File: config.mk
export PLATFORM = sky130hd
export DESIGN_NAME = sevenseg_scan
export DESIGN_NICKNAME = d
export VERILOG_FILES = /design/src/rtl/sevenseg_scan.sv
export SDC_FILE = /design/constraint.sdc
export NUM_CORES = 1
export LEC_CHECK = 0
export ABC_AREA = 0
export BUFFER_PORTS_ARGS = -buffer_cell sky130_fd_sc_hd__buf_2
export CORE_ASPECT_RATIO = 0.8
export CORE_MARGIN = 2
export CORE_UTILIZATION = 50
export CTS_CLUSTER_DIAMETER = 80
export DETAILED_ROUTE_END_ITERATION = 7
export PLACE_DENSITY_LB_ADDON = 0.3
export SYNTH_ARGS = -nofsm -noshare
export SYNTH_HDL_FRONTEND = slang
export SYNTH_SLANG_ARGS = --single-unit
export TNS_END_PERCENT = 10
File: constraint.sdc
create_clock -name clk -period 4.04 [get_ports clk]
set_input_delay 0 -clock clk [delete_from_list [all_inputs] [get_ports clk]]
set_output_delay 0 -clock clk [all_outputs]
set_load 0.005 [all_outputs]
File: src/rtl/sevenseg_scan.sv
// Eight-digit common-anode seven-segment scanner. Hex nibbles, decimal points and per-digit
// blanking are double-buffered so that new data is swapped in only at a frame boundary.
// Each digit slot opens with a dead-time gap (all anodes off) to prevent ghosting.
module sevenseg_scan #(
  parameter int unsigned CLK_FREQUENCY_HZ       = 100_000_000,
  parameter int unsigned REFRESH_FREQUENCY_HZ   = 2000,
  parameter int unsigned CNTR_WIDTH             = 32,
  parameter int unsigned DEADTIME_CYCLES        = 16,
  parameter int unsigned SIMULATE               = 0,
  parameter int unsigned SIMULATE_FREQUENCY_CNT = 5
) (
  input  logic        clk,
  input  logic        rst_n,
  input  logic [31:0] digit_data,
  input  logic [7:0]  dp_in,
  input  logic [7:0]  blank_in,
  input  logic        load,
  output logic [6:0]  seg_n,
  output logic        dp_n,
  output logic [7:0]  an_n,
  output logic        frame_done
);

  localparam int unsigned TopCntInt = (SIMULATE != 0) ? SIMULATE_FREQUENCY_CNT :
                                      (CLK_FREQUENCY_HZ / REFRESH_FREQUENCY_HZ) - 1;
  localparam logic [CNTR_WIDTH-1:0] TopCnt = CNTR_WIDTH'(TopCntInt);
  localparam int unsigned DtW = (DEADTIME_CYCLES < 1) ? 1 : $clog2(DEADTIME_CYCLES + 1);
  localparam logic [DtW-1:0] DtInit = DtW'(DEADTIME_CYCLES);

  logic [CNTR_WIDTH-1:0] prescaler_q, prescaler_d;
  logic [2:0]            idx_q, idx_d;
  logic [DtW-1:0]        dt_cnt_q, dt_cnt_d;
  logic                  pending_valid_q, pending_valid_d;
  logic [31:0]           pending_digits_q, pending_digits_d;
  logic [7:0]            pending_dp_q, pending_dp_d;
  logic [7:0]            pending_blank_q, pending_blank_d;
  logic [31:0]           active_digits_q, active_digits_d;
  logic [7:0]            active_dp_q, active_dp_d;
  logic [7:0]            active_blank_q, active_blank_d;
  logic [6:0]            seg_n_q, seg_n_d;
  logic                  dp_n_q, dp_n_d;
  logic [7:0]            an_n_q, an_n_d;
  logic                  frame_done_q, frame_done_d;

  logic                  tick;
  logic                  boundary;
  logic [3:0]            cur_nibble;

  // Prescaler, slot index, dead-time counter and frame boundary detection
  always_comb begin
    tick         = (prescaler_q == TopCnt);
    boundary     = tick && (idx_q == 3'd7);
    prescaler_d  = tick ? '0 : prescaler_q + CNTR_WIDTH'(1);
    idx_d        = tick ? idx_q + 3'd1 : idx_q;
    dt_cnt_d     = dt_cnt_q;
    if (tick) begin
      dt_cnt_d = DtInit;
    end else if (dt_cnt_q != '0) begin
      dt_cnt_d = dt_cnt_q - DtW'(1);
    end
    frame_done_d = boundary;
  end

  // Double buffering: a load always lands in pending; the old pending moves to active at the
  // boundary, so a load on the boundary cycle itself waits for the following frame.
  always_comb begin
    pending_digits_d = pending_digits_q;
    pending_dp_d     = pending_dp_q;
    pending_blank_d  = pending_blank_q;
    pending_valid_d  = pending_valid_q;
    active_digits_d  = active_digits_q;
    active_dp_d      = active_dp_q;
    active_blank_d   = active_blank_q;
    if (boundary && pending_valid_q) begin
      active_digits_d = pending_digits_q;
      active_dp_d     = pending_dp_q;
      active_blank_d  = pending_blank_q;
      pending_valid_d = 1'b0;
    end
    if (load) begin
      pending_digits_d = digit_data;
      pending_dp_d     = dp_in;
      pending_blank_d  = blank_in;
      pending_valid_d  = 1'b1;
    end
  end

  // Registered outputs computed from the next-state index and active data
  always_comb begin
    cur_nibble = active_digits_d[{idx_d, 2'b00} +: 4];
    unique case (cur_nibble)
      4'h0:    seg_n_d = 7'h40;
      4'h1:    seg_n_d = 7'h79;
      4'h2:    seg_n_d = 7'h24;
      4'h3:    seg_n_d = 7'h30;
      4'h4:    seg_n_d = 7'h19;
      4'h5:    seg_n_d = 7'h12;
      4'h6:    seg_n_d = 7'h02;
      4'h7:    seg_n_d = 7'h78;
      4'h8:    seg_n_d = 7'h00;
      4'h9:    seg_n_d = 7'h10;
      4'hA:    seg_n_d = 7'h08;
      4'hB:    seg_n_d = 7'h03;
      4'hC:    seg_n_d = 7'h46;
      4'hD:    seg_n_d = 7'h21;
      4'hE:    seg_n_d = 7'h06;
      default: seg_n_d = 7'h0E;
    endcase
    dp_n_d = ~active_dp_d[idx_d];
    // Blanking only suppresses the anode; cathodes keep tracking the data
    if ((dt_cnt_d != '0) || active_blank_d[idx_d]) begin
      an_n_d = 8'hFF;
    end else begin
      an_n_d = ~(8'h01 << idx_d);
    end
  end

  // State and output registers
  always_ff @(posedge clk or negedge rst_n) begin
    if (!rst_n) begin
      prescaler_q      <= '0;
      idx_q            <= 3'd0;
      dt_cnt_q         <= '0;
      pending_valid_q  <= 1'b0;
      pending_digits_q <= 32'h0;
      pending_dp_q     <= 8'h00;
      pending_blank_q  <= 8'hFF;
      active_digits_q  <= 32'h0;
      active_dp_q      <= 8'h00;
      active_blank_q   <= 8'hFF;
      seg_n_q          <= 7'h7F;
      dp_n_q           <= 1'b1;
      an_n_q           <= 8'hFF;
      frame_done_q     <= 1'b0;
    end else begin
      prescaler_q      <= prescaler_d;
      idx_q            <= idx_d;
      dt_cnt_q         <= dt_cnt_d;
      pending_valid_q  <= pending_valid_d;
      pending_digits_q <= pending_digits_d;
      pending_dp_q     <= pending_dp_d;
      pending_blank_q  <= pending_blank_d;
      active_digits_q  <= active_digits_d;
      active_dp_q      <= active_dp_d;
      active_blank_q   <= active_blank_d;
      seg_n_q          <= seg_n_d;
      dp_n_q           <= dp_n_d;
      an_n_q           <= an_n_d;
      frame_done_q     <= frame_done_d;
    end
  end

  assign seg_n      = seg_n_q;
  assign dp_n       = dp_n_q;
  assign an_n       = an_n_q;
  assign frame_done = frame_done_q;

endmodule
==> run_results.csv, run 1 <==
group,metric,value,unit
status,status,"finished, final reports clean",
cts,cts_tree,"built",
timing,final.period_utilization,89.9,%
timing,timing.final.ws_setup,0.410,ns
critical_path,critPathKind,"reg -> reg",
route,wl_per_cell,17.9,µm
critical_path,r2r_end,"seg_n[3]",
power_and_ir_drop,power_density,375,nW/µm²
route,ant_nets,0,
cts,cts-root-buf,"clkbuf_16",
timing,max_freq,0.275,GHz
layout,layout.nets,828,
floorplanning,initial_core_util,51.1,%
global_routing,grt_overflow,0,
timing,fin_tns_setup,0,ns
yosys,yosysTopAreaCell,"dfrtp_1",
critical_path,ff2ff_path_depth,11,
floorplanning,dieHeight,112,µm
yosys,syn_inst,638,
critical_path,required,4.38,ns
timing,slew_headroom,22.3,%
cts,cts_setup_buffers,0,
yosys,yosysSeqAreaShare,53.5,%
power_and_ir_drop,power_leakage,4.16,nW
critical_path,crit_path_end,"seg_n[3]",
global_routing,antenna_found_initial,0,
layout,n_antenna_cell,0,
cts,cts.clk_slew.worst_paths,0.07,ns
yosys,synth_cell_type_count,71,
route,drt_pre_antenna_iters,5,
critical_path,end_kind,"register",
cts,cts-buffers-inserted,17,
route,drt-total-wl,17.2,mm
cts,clock_latency,0.44,ns
route,drt-initial-drc-count,429,
global_routing,grt_pass1_vias,5548,
yosys,syn-cell-area,7280,µm²
critical_path,r2r_start,"prescaler_q[0]",
route,vias,5354,
cts,cts_max_level,4,
layout,final_cell_area,8960,µm²
timing,period_minus_slack,3.63,ns
place,placed_cell_area,7880,µm²
yosys,synthArstFlopShare,100,%
floorplanning,ios,68,
timing,setup_viol,0,
yosys,ys_ff_latch,154,
yosys,synth_commonest_cells,"dfrtp_1 (122), nand2_1 (109), mux2_2 (66), dfstp_2 (32), nor2_1 (30)",
yosys,syn-num-nets,700,
cts,clock_sinks,154,
critical_path,startpoint,"prescaler_q[0]",
worst_hold_path,hold_class,"in -> async",
yosys,yosysMostFrequentCell,"dfrtp_1",
route,drc_errors,0,
yosys,synth_area_per_cell,11.4,µm²
timing,fin_skew,0.0123,ns
timing,tightest_slew,1.17,ns
place,post-place-ws,0.450,ns
floorplanning,rows,39,
timing,maxSlewViolCount,0,
critical_path,crit_top_cell,"ha_1",
cts,clk_path_buf_depth,2,
yosys,netlist.area_leader.share,41.9,%
place,gp_routability_congestion,0.858,
yosys,yosysWarnings,0,
critical_path,startpoint_type,"register",
floorplanning,die_w,139,µm
place,io_buffers,67,
place,hpwl,11.9,mm
timing,whs,0.289,ns
critical_path,reg2reg_slack,0.41,ns
global_routing,grt_max_degree,116,
global_routing,grt_pass1_wl,28.8,mm
power_and_ir_drop,peakVddDrop,0.000384,V
critical_path,cpPeakStageDelay,0.49,ns
cts,post_cts_resized,0,
critical_path,cp_slowest_cell,"mux4_2",
timing,finalHoldViolCount,0,
yosys,synth-edff-count,0,
route,vias_per_cell,5.56,
timing,rsz0062_at_grt,"no",
run,drv_cap,0,
critical_path,crit_arrival,3.97,ns
yosys,synthTopCellsByArea,"dfrtp_1 (42%), dfstp_2 (12%), mux2_2 (10%), nand2_1 (5.6%), xnor2_1 (2.2%)",
layout,area_growth,23.1,%
global_routing,gr-usage-all-layers,23.6,%
yosys,yosys_most_used_dff,"dfrtp_1",
floorplanning,core_area,14200,µm²
critical_path,critPathMaxFanout,16,
floorplanning,die_area,15500,µm²
layout,final_layout_size_suffix_gt1_share,30.4,%
critical_path,path_cells,"ha_1, and3_1, nand4_4, nor3_4, buf_4, mux2_2, nor2_1, o311a_1, inv_1, ha_1, mux4_2",
metrics by stage:
stage	total power, W	instances	util [%]
2_1_floorplan	0.00170	638	-
5_1_grt	0.00348	963	62.9
3_3_place_gp	0.00177	882	55.3
6_report	0.00336	963	62.9
4_1_cts	0.00339	963	62.9
3_5_place_dp	0.00178	882	55.3
cell usage in the layout (no fill, tap or decap), drive strengths merged, types with 3 or more instances in the layout:
cell type | netlist | final
mux2 | 67 | 67
nand4 | 16 | 16
mux2i | 14 | 14
and4 | 6 | 6
and4b | 3 | 3
o31ai | 6 | 6
or3 | 3 | 3
nor3 | 10 | 10
clkinv | 1 | 5
a32oi | 4 | 4
nor2 | 30 | 30
a21o | 3 | 3
a211o | 3 | 3
ha | 11 | 11
o221ai | 3 | 3
nor2b | 3 | 3
dfstp | 32 | 32
clkbuf | 15 | 18
xor2 | 14 | 14
a211oi | 6 | 6
o211ai | 4 | 4
nor4 | 10 | 10
nand3 | 11 | 11
mux4 | 4 | 4
inv | 22 | 31
a22oi | 3 | 3
and3 | 7 | 7
o21ai | 15 | 15
a22o | 6 | 6
dfrtp | 122 | 122
xnor2 | 18 | 18
buf | 11 | 86
and2 | 4 | 4
nand2 | 109 | 109
a21oi | 10 | 10
dlygate4sd3 | 0 | 49
report_power, final:
group          internal [W]  switching [W]  total, W
clock network      0.000844       0.000731   0.00157
logic             0.0000927      0.0000642  0.000157
registers           0.00160      0.0000352   0.00163
metal layers:
layer  wire, µm  global-route usage [%]  part of all wire (%)  vias to the layer above
met5          0                       0                     0                        -
met4        185                    7.34                   1.1                        0
met3        826                    4.73                   4.8                       15
met2       8120                    37.0                    47                      125
met1       8110                    33.4                    47                     2686
li1           -                       -                     -                     2528
sequential cells by signal, indices dropped and copies added, names as in the netlist:
register,cells
pending_dp_q,8
pending_valid_q,1
dp_n,1
frame_done,1
prescaler_q,32
active_digits_q,32
seg_n,7
pending_blank_q,8
active_blank_q,8
an_n,8
pending_digits_q,32
active_dp_q,8
dt_cnt_q,5
idx_q,3
worst max-delay path, delay by kind of cell, from the launching register on:
kind | cells | cell delay, ns
simple gates | 4 | 1.04
mux | 2 | 0.86
fa+ha+maj | 2 | 0.49
flops | 1 | 0.41
buf+inv | 2 | 0.40
compound gates | 1 | 0.33
cell families (layout without fill, tap and decap cells):
group | count (synthesis) | after routing | synth area share [%]
and+or+nand+nor | 224 | 224 | 16.1
DFF | 154 | 154 | 53.5
muxes | 85 | 85 | 13.5
AOI/OAI and AO/OA | 83 | 83 | 8.39
buffers and inverters | 49 | 190 | 2.77
xor gates and xnor gates | 32 | 32 | 3.85
adders and majority gates | 11 | 11 | 1.89
area by class of cell:
cell class | instances | area (µm²)
fill | 1105 | 5290
sequential | 154 | 3890
clock inverter | 14 | 151
clock buffer | 18 | 439
multi-input combinational | 435 | 3180
timing repair buffer | 135 | 975
inverter | 23 | 86.3
tap | 184 | 230
worst min path at each step:
stage	from	to	slack [ns]	cells after the start
floorplan	rst_n	active_digits_q[0]	-0.30	0
global placement	rst_n	prescaler_q[15]	0.21	1
detailed placement	rst_n	prescaler_q[15]	0.23	1
CTS	digit_data[1]	pending_digits_q[1]	0.31	3
global route	dp_in[2]	pending_dp_q[2]	0.33	3
finish	rst_n	prescaler_q[15]	0.29	2
repair_timing:
| item | CTS | global route |
|---|---|---|
| endpoints found under the setup margin | 0 | 0 |
| endpoints found under the hold margin | 130 | 0 |
| hold buffers | 49 | 0 |
Power figures use the tool's default switching activity.
==> run 2: changes to the inputs <==
==> constraint.sdc (replaced) <==
create_clock -name clk -period 3.96 [get_ports clk]
set_input_delay 0 -clock clk [delete_from_list [all_inputs] [get_ports clk]]
set_output_delay 0 -clock clk [all_outputs]
set_load 0.005 [all_outputs]
==> run 2 against run 1 <==
Clock skew is 0.0012 ns lower. Worst hold slack worse by 0.024 ns. Final cell count is 0.21% lower. Combinational power is 3% higher. Clock power hardly changed. Via count is 0.90% lower. Critical path depth stayed put. Design area is 0.29% lower. First-iteration DRC count is 11% lower. Fmax is 1.1% lower. Setup slack worse by 0.12 ns.
==> run_results.csv, run 2 (synthesis gave the netlist of run 1 again) <==
group,metric,value,unit
critical_path,ff2ff_path_depth,11,
timing,final.period_utilization,92.7,%
critical_path,r2r_end,"seg_n[0]",
route,drt-total-wl,17.0,mm
layout,utilization,62.7,%
floorplanning,die_area,15500,µm²
route,drc_errors,0,
global_routing,grt_overflow,0,
timing,setup_viol,0,
critical_path,crit_path_end,"seg_n[0]",
layout,layout_commonest_cell,"dfrtp_1",
layout,area_growth,22.7,%
layout,final_cell_mix,"dfrtp_1 (122), nand2_1 (109), mux2_2 (66), buf_2 (66), dlygate4sd3_1 (49)",
worst_hold_path,hold_class,"in -> async",
place,hpwl,11.6,mm
global_routing,grt.busiest_layer,"met2",
layout,final_cell_area,8930,µm²
power_and_ir_drop,comb_power_share,4.7,%
floorplanning,dieHeight,112,µm
timing,max_freq,0.273,GHz
power_and_ir_drop,power_density,381,nW/µm²
global_routing,grt_pass1_wl,28.4,mm
timing,rsz0062_at_grt,"no",
cts,clk_path_buf_depth,2,
floorplanning,core_area,14200,µm²
critical_path,reg2reg_slack,0.29,ns
global_routing,grt_max_degree,104,
place,gp_routability_congestion,0.814,
critical_path,crit_arrival,4.02,ns
cts,clock_sinks,154,
timing,finalHoldViolCount,0,
critical_path,required,4.31,ns
critical_path,r2r_start,"prescaler_q[28]",
cts,cts-buffers-inserted,17,
global_routing,gr-usage-all-layers,23.2,%
run,drv_cap,0,
power_and_ir_drop,peakVddDrop,0.000386,V
critical_path,startpoint_type,"register",
route,drt-initial-drc-count,381,
global_routing,grt_use_met3,5.12,%
power_and_ir_drop,switching_share,24.6,%
cts,cts_tree,"built",
power_and_ir_drop,p_switching,0.000835,W
timing,fin_tns_setup,0,ns
layout,n_antenna_cell,0,
cts,clock_latency,0.43,ns
timing,maxSlewViolCount,0,
place,dp.cells,880,
layout,layout.nets,826,
timing,slew_headroom,22.1,%
power_and_ir_drop,power_leakage,4.15,nW
timing,period_minus_slack,3.67,ns
cts,cts_max_level,4,
timing,fin_skew,0.0111,ns
route,wl_per_cell,17.7,µm
power_and_ir_drop,p_clk_share,46.3,%
cts,cts.clk_slew.worst_paths,0.07,ns
layout,final_layout_size_suffix_gt1_share,30.2,%
critical_path,critPathMaxFanout,21,
cts,cts_setup_buffers,0,
route,drt_pre_antenna_iters,4,
route,vias_per_cell,5.52,
floorplanning,rows,39,
layout,final_cells,961,
global_routing,grt_pass1_vias,5531,
floorplanning,ios,68,
critical_path,end_kind,"register",
layout,reg_top3,"active_digits_q x32, pending_digits_q x32, prescaler_q x32",
cts,post_cts_resized,0,
critical_path,critPathKind,"reg -> reg",
global_routing,met2_usage,35.4,%
global_routing,use_met1,33.4,%
floorplanning,initial_core_util,51.1,%
cts,cts-root-buf,"clkbuf_16",
power_and_ir_drop,seq_power_share,48.9,%
critical_path,startpoint,"prescaler_q[28]",
timing,tightest_slew,1.17,ns
place,io_buffers,67,
floorplanning,die_w,139,µm
status,status,"finished, final reports clean",
route,vias,5306,
route,ant_nets,0,
global_routing,antenna_found_initial,0,
power_and_ir_drop,p_int,0.00256,W
place,placed_cell_area,7860,µm²
run 2: what timing repair did:
action | CTS | global route
hold buffers | 49 | 0
endpoints found under the setup margin | 0 | 0
hold endpoints to repair | 128 | 0
run 2: stage by stage:
stage	setup slack, ns	total power (W)	hold slack (ns)
3_3_place_gp	0.496	0.00181	0.172
5_1_grt	0.0927	0.00352	0.331
3_5_place_dp	0.345	0.00182	0.181
2_1_floorplan	0.538	0.00174	-0.296
4_1_cts	0.334	0.00343	0.296
6_report	0.291	0.00340	0.266
run 2: worst min-delay path by stage:
| stage | start | end | depth (start not counted) |
|---|---|---|---|
| 3_3_place_gp | rst_n | prescaler_q[12] | 1 |
| 2_1_floorplan | rst_n | active_digits_q[0] | 0 |
| 3_5_place_dp | rst_n | prescaler_q[16] | 1 |
| 4_1_cts | rst_n | prescaler_q[12] | 2 |
| 6_report | rst_n | prescaler_q[11] | 2 |
| 5_1_grt | dp_in[2] | pending_dp_q[2] | 3 |
run 2: cell type report:
cell class | count | area [µm²]
Fill cell | 1126 | 5320
Multi-Input combinational cell | 435 | 3180
Inverter | 23 | 86.3
Clock inverter | 15 | 154
Clock buffer | 17 | 425
Sequential cell | 154 | 3890
Tap cell | 184 | 230
Timing Repair Buffer | 133 | 960
run 2: critical path, cell delays in order (launching register included):
cell and delay (ns):
dfrtp_1 0.45, nor4_4 0.43, nand4_4 0.34, nor3_4 0.28
buf_4 0.34, mux2_2 0.40, a22o_1 0.23, o22ai_1 0.22
inv_1 0.12, ha_1 0.24, or3_1 0.38, o211a_1 0.13
run 2: per-layer routing:
metal / up-vias / routed length (µm)
met4: 0 / 220
li1: 2531 / -
met2: 116 / 7790
met5: - / 0
met1: 2642 / 8350
met3: 17 / 645
run 2: power groups by stage:
stage / logic (W) / registers [W] / clock network [W]
CTS: 0.000164 / 0.00166 / 0.00160
floorplan: 0.0000601 / 0.00168 / 0
global placement: 0.000121 / 0.00169 / 0
detailed placement: 0.000126 / 0.00169 / 0
finish: 0.000161 / 0.00166 / 0.00158
global route: 0.000179 / 0.00167 / 0.00168
==> run 3: changes to the inputs <==
--- a/config.mk
+++ b/config.mk
@@ -13,6 +13,7 @@
 export CTS_CLUSTER_DIAMETER = 80
 export DETAILED_ROUTE_END_ITERATION = 7
 export PLACE_DENSITY_LB_ADDON = 0.3
+export REMOVE_ABC_BUFFERS = 1
 export SYNTH_ARGS = -nofsm -noshare
 export SYNTH_HDL_FRONTEND = slang
 export SYNTH_SLANG_ARGS = --single-unit
==> run 3 against run 2 <==
Non-clock buffer count unchanged. Global-route usage decreased by 0.40 points. Wire length decreased by 2.1%. Critical path type unchanged. Via count increased by 1.1%. Final cell count unchanged.
==> run_results.csv, run 3 (synthesis gave the netlist of run 1 again) <==
group,metric,value,unit
floorplanning,die_w,139,µm
critical_path,path_buf_inv,2,
route,vias,5363,
global_routing,grt_pass1_vias,5523,
critical_path,cpPeakStageDelay,0.45,ns
floorplanning,initial_core_util,51.1,%
critical_path,path_cells,"ha_1, ha_1, nand2_1, nor3_4, buf_4, mux2_2, nor2_1, o311a_1, inv_1, ha_1, or3_1, o211a_1",
timing,finalHoldViolCount,0,
layout,n_antenna_cell,0,
layout,final_layout_size_suffix_gt1_share,30.4,%
timing,tightest_slew,1.13,ns
place,hpwl,11.3,mm
global_routing,grt_max_degree,84,
cts,cts.clk_slew.worst_paths,0.06,ns
power_and_ir_drop,peakVddDrop,0.000488,V
cts,clock_latency,0.43,ns
route,wl_met1,7.81,mm
timing,final.period_utilization,90.9,%
timing,rsz0062_at_grt,"no",
route,wl_per_cell,17.3,µm
timing,maxSlewViolCount,0,
global_routing,grt_pass1_wl,28.0,mm
status,status,"finished, final reports clean",
layout,reg_top3,"active_digits_q x32, pending_digits_q x32, prescaler_q x32",
floorplanning,die_area,15500,µm²
critical_path,cp_top_family,"simple AND/OR/NAND/NOR gates",
place,placed_cell_area,7860,µm²
critical_path,crit_arrival,3.95,ns
layout,layout.nets,826,
timing,whs,0.180,ns
timing,slew_headroom,24.7,%
global_routing,antenna_found_initial,1,
route,met3_length,946,µm
floorplanning,ios,68,
floorplanning,rows,39,
layout,layout_commonest_cell,"dfrtp_1",
critical_path,end_kind,"register",
timing,period_minus_slack,3.60,ns
critical_path,crit_top_cell,"ha_1",
route,drc_errors,0,
timing,max_freq,0.278,GHz
global_routing,gr-usage-all-layers,22.8,%
place,gp_routability_congestion,0.903,
critical_path,startpoint,"idx_q[1]",
layout,final_cell_area,8900,µm²
critical_path,cp_slowest_cell,"dfrtp_1",
route,drt-initial-drc-count,329,
route,vias_per_cell,5.58,
global_routing,grt_overflow,0,
run,drv_cap,0,
cts,cts-root-buf,"clkbuf_16",
power_and_ir_drop,power_leakage,4.13,nW
route,drt-total-wl,16.7,mm
route,drt_pre_antenna_iters,5,
power_and_ir_drop,power_density,375,nW/µm²
cts,cts_tree,"built",
power_and_ir_drop,power,0.00334,W
cts,clock_sinks,154,
critical_path,critPathMaxFanout,19,
floorplanning,core_area,14200,µm²
worst_hold_path,hold_class,"in -> async",
route,ant_nets,0,
layout,final_cell_mix,"dfrtp_1 (122), nand2_1 (109), mux2_2 (66), buf_2 (66), dlygate4sd3_1 (49)",
floorplanning,dieHeight,112,µm
layout,utilization,62.5,%
cts,cts_max_level,4,
critical_path,required,4.31,ns
critical_path,r2r_start,"idx_q[1]",
place,io_buffers,67,
critical_path,startpoint_type,"register",
route,wl_met2,7.71,mm
timing,setup_viol,0,
timing,fin_tns_setup,0,ns
route,highest_layer,"met4",
layout,area_growth,22.3,%
cts,clk_path_buf_depth,2,
timing,fin_skew,0.0139,ns
cts,cts-buffers-inserted,17,
critical_path,critPathKind,"reg -> reg",
-- run 3: report_power, final --
part           internal [W]  switching [W]  leakage, nW
Combinational     0.0000952      0.0000653         1.93
Sequential          0.00163      0.0000354         1.93
Clock              0.000830       0.000686        0.270
-- run 3: repair_timing --
item,in CTS,in global routing
hold endpoints to repair,103,0
setup buffers,0,0
resized for setup,0,1
setup endpoints to repair,0,1
hold buffers,49,0
-- run 3: per-stage QoR --
stage,worst slack (ns),instances
2_1_floorplan,-0.309,612
3_3_place_gp,0.435,880
3_5_place_dp,0.316,880
4_1_cts,0.290,961
5_1_grt,0.110,961
6_report,0.361,961
-- run 3: metal layers --
metal | track usage (%) | vias to the layer above
met5 | 0 | -
li1 | - | 2532
met3 | 6.24 | 21
met4 | 6.53 | 0
met2 | 35.3 | 156
met1 | 31.8 | 2654
-- run 3: worst paths after layout --
| check | to | slack [ns] | cells after the start |
|---|---|---|---|
| setup / recovery | seg_n[0] | 0.36 | 12 |
| hold / removal | dt_cnt_q[3] | 0.18 | 2 |
| setup reg to reg | seg_n[0] | 0.36 | 12 |
| hold reg to reg | active_blank_q[0] | 0.47 | 2 |
| max in group asynchronous | seg_n[6] | 2.74 | 3 |
| min in group clk | pending_digits_q[9] | 0.33 | 3 |
-- run 3: layout make-up --
cell class              instances  area [µm²]
clock inverters                14         109
flip-flops and latches        154        3890
repair buffers                133         960
clock buffers                  18         439
well taps                     184         230
fillers                      1108        5350
multi-input cells             435        3190
inverters                      23        86.3
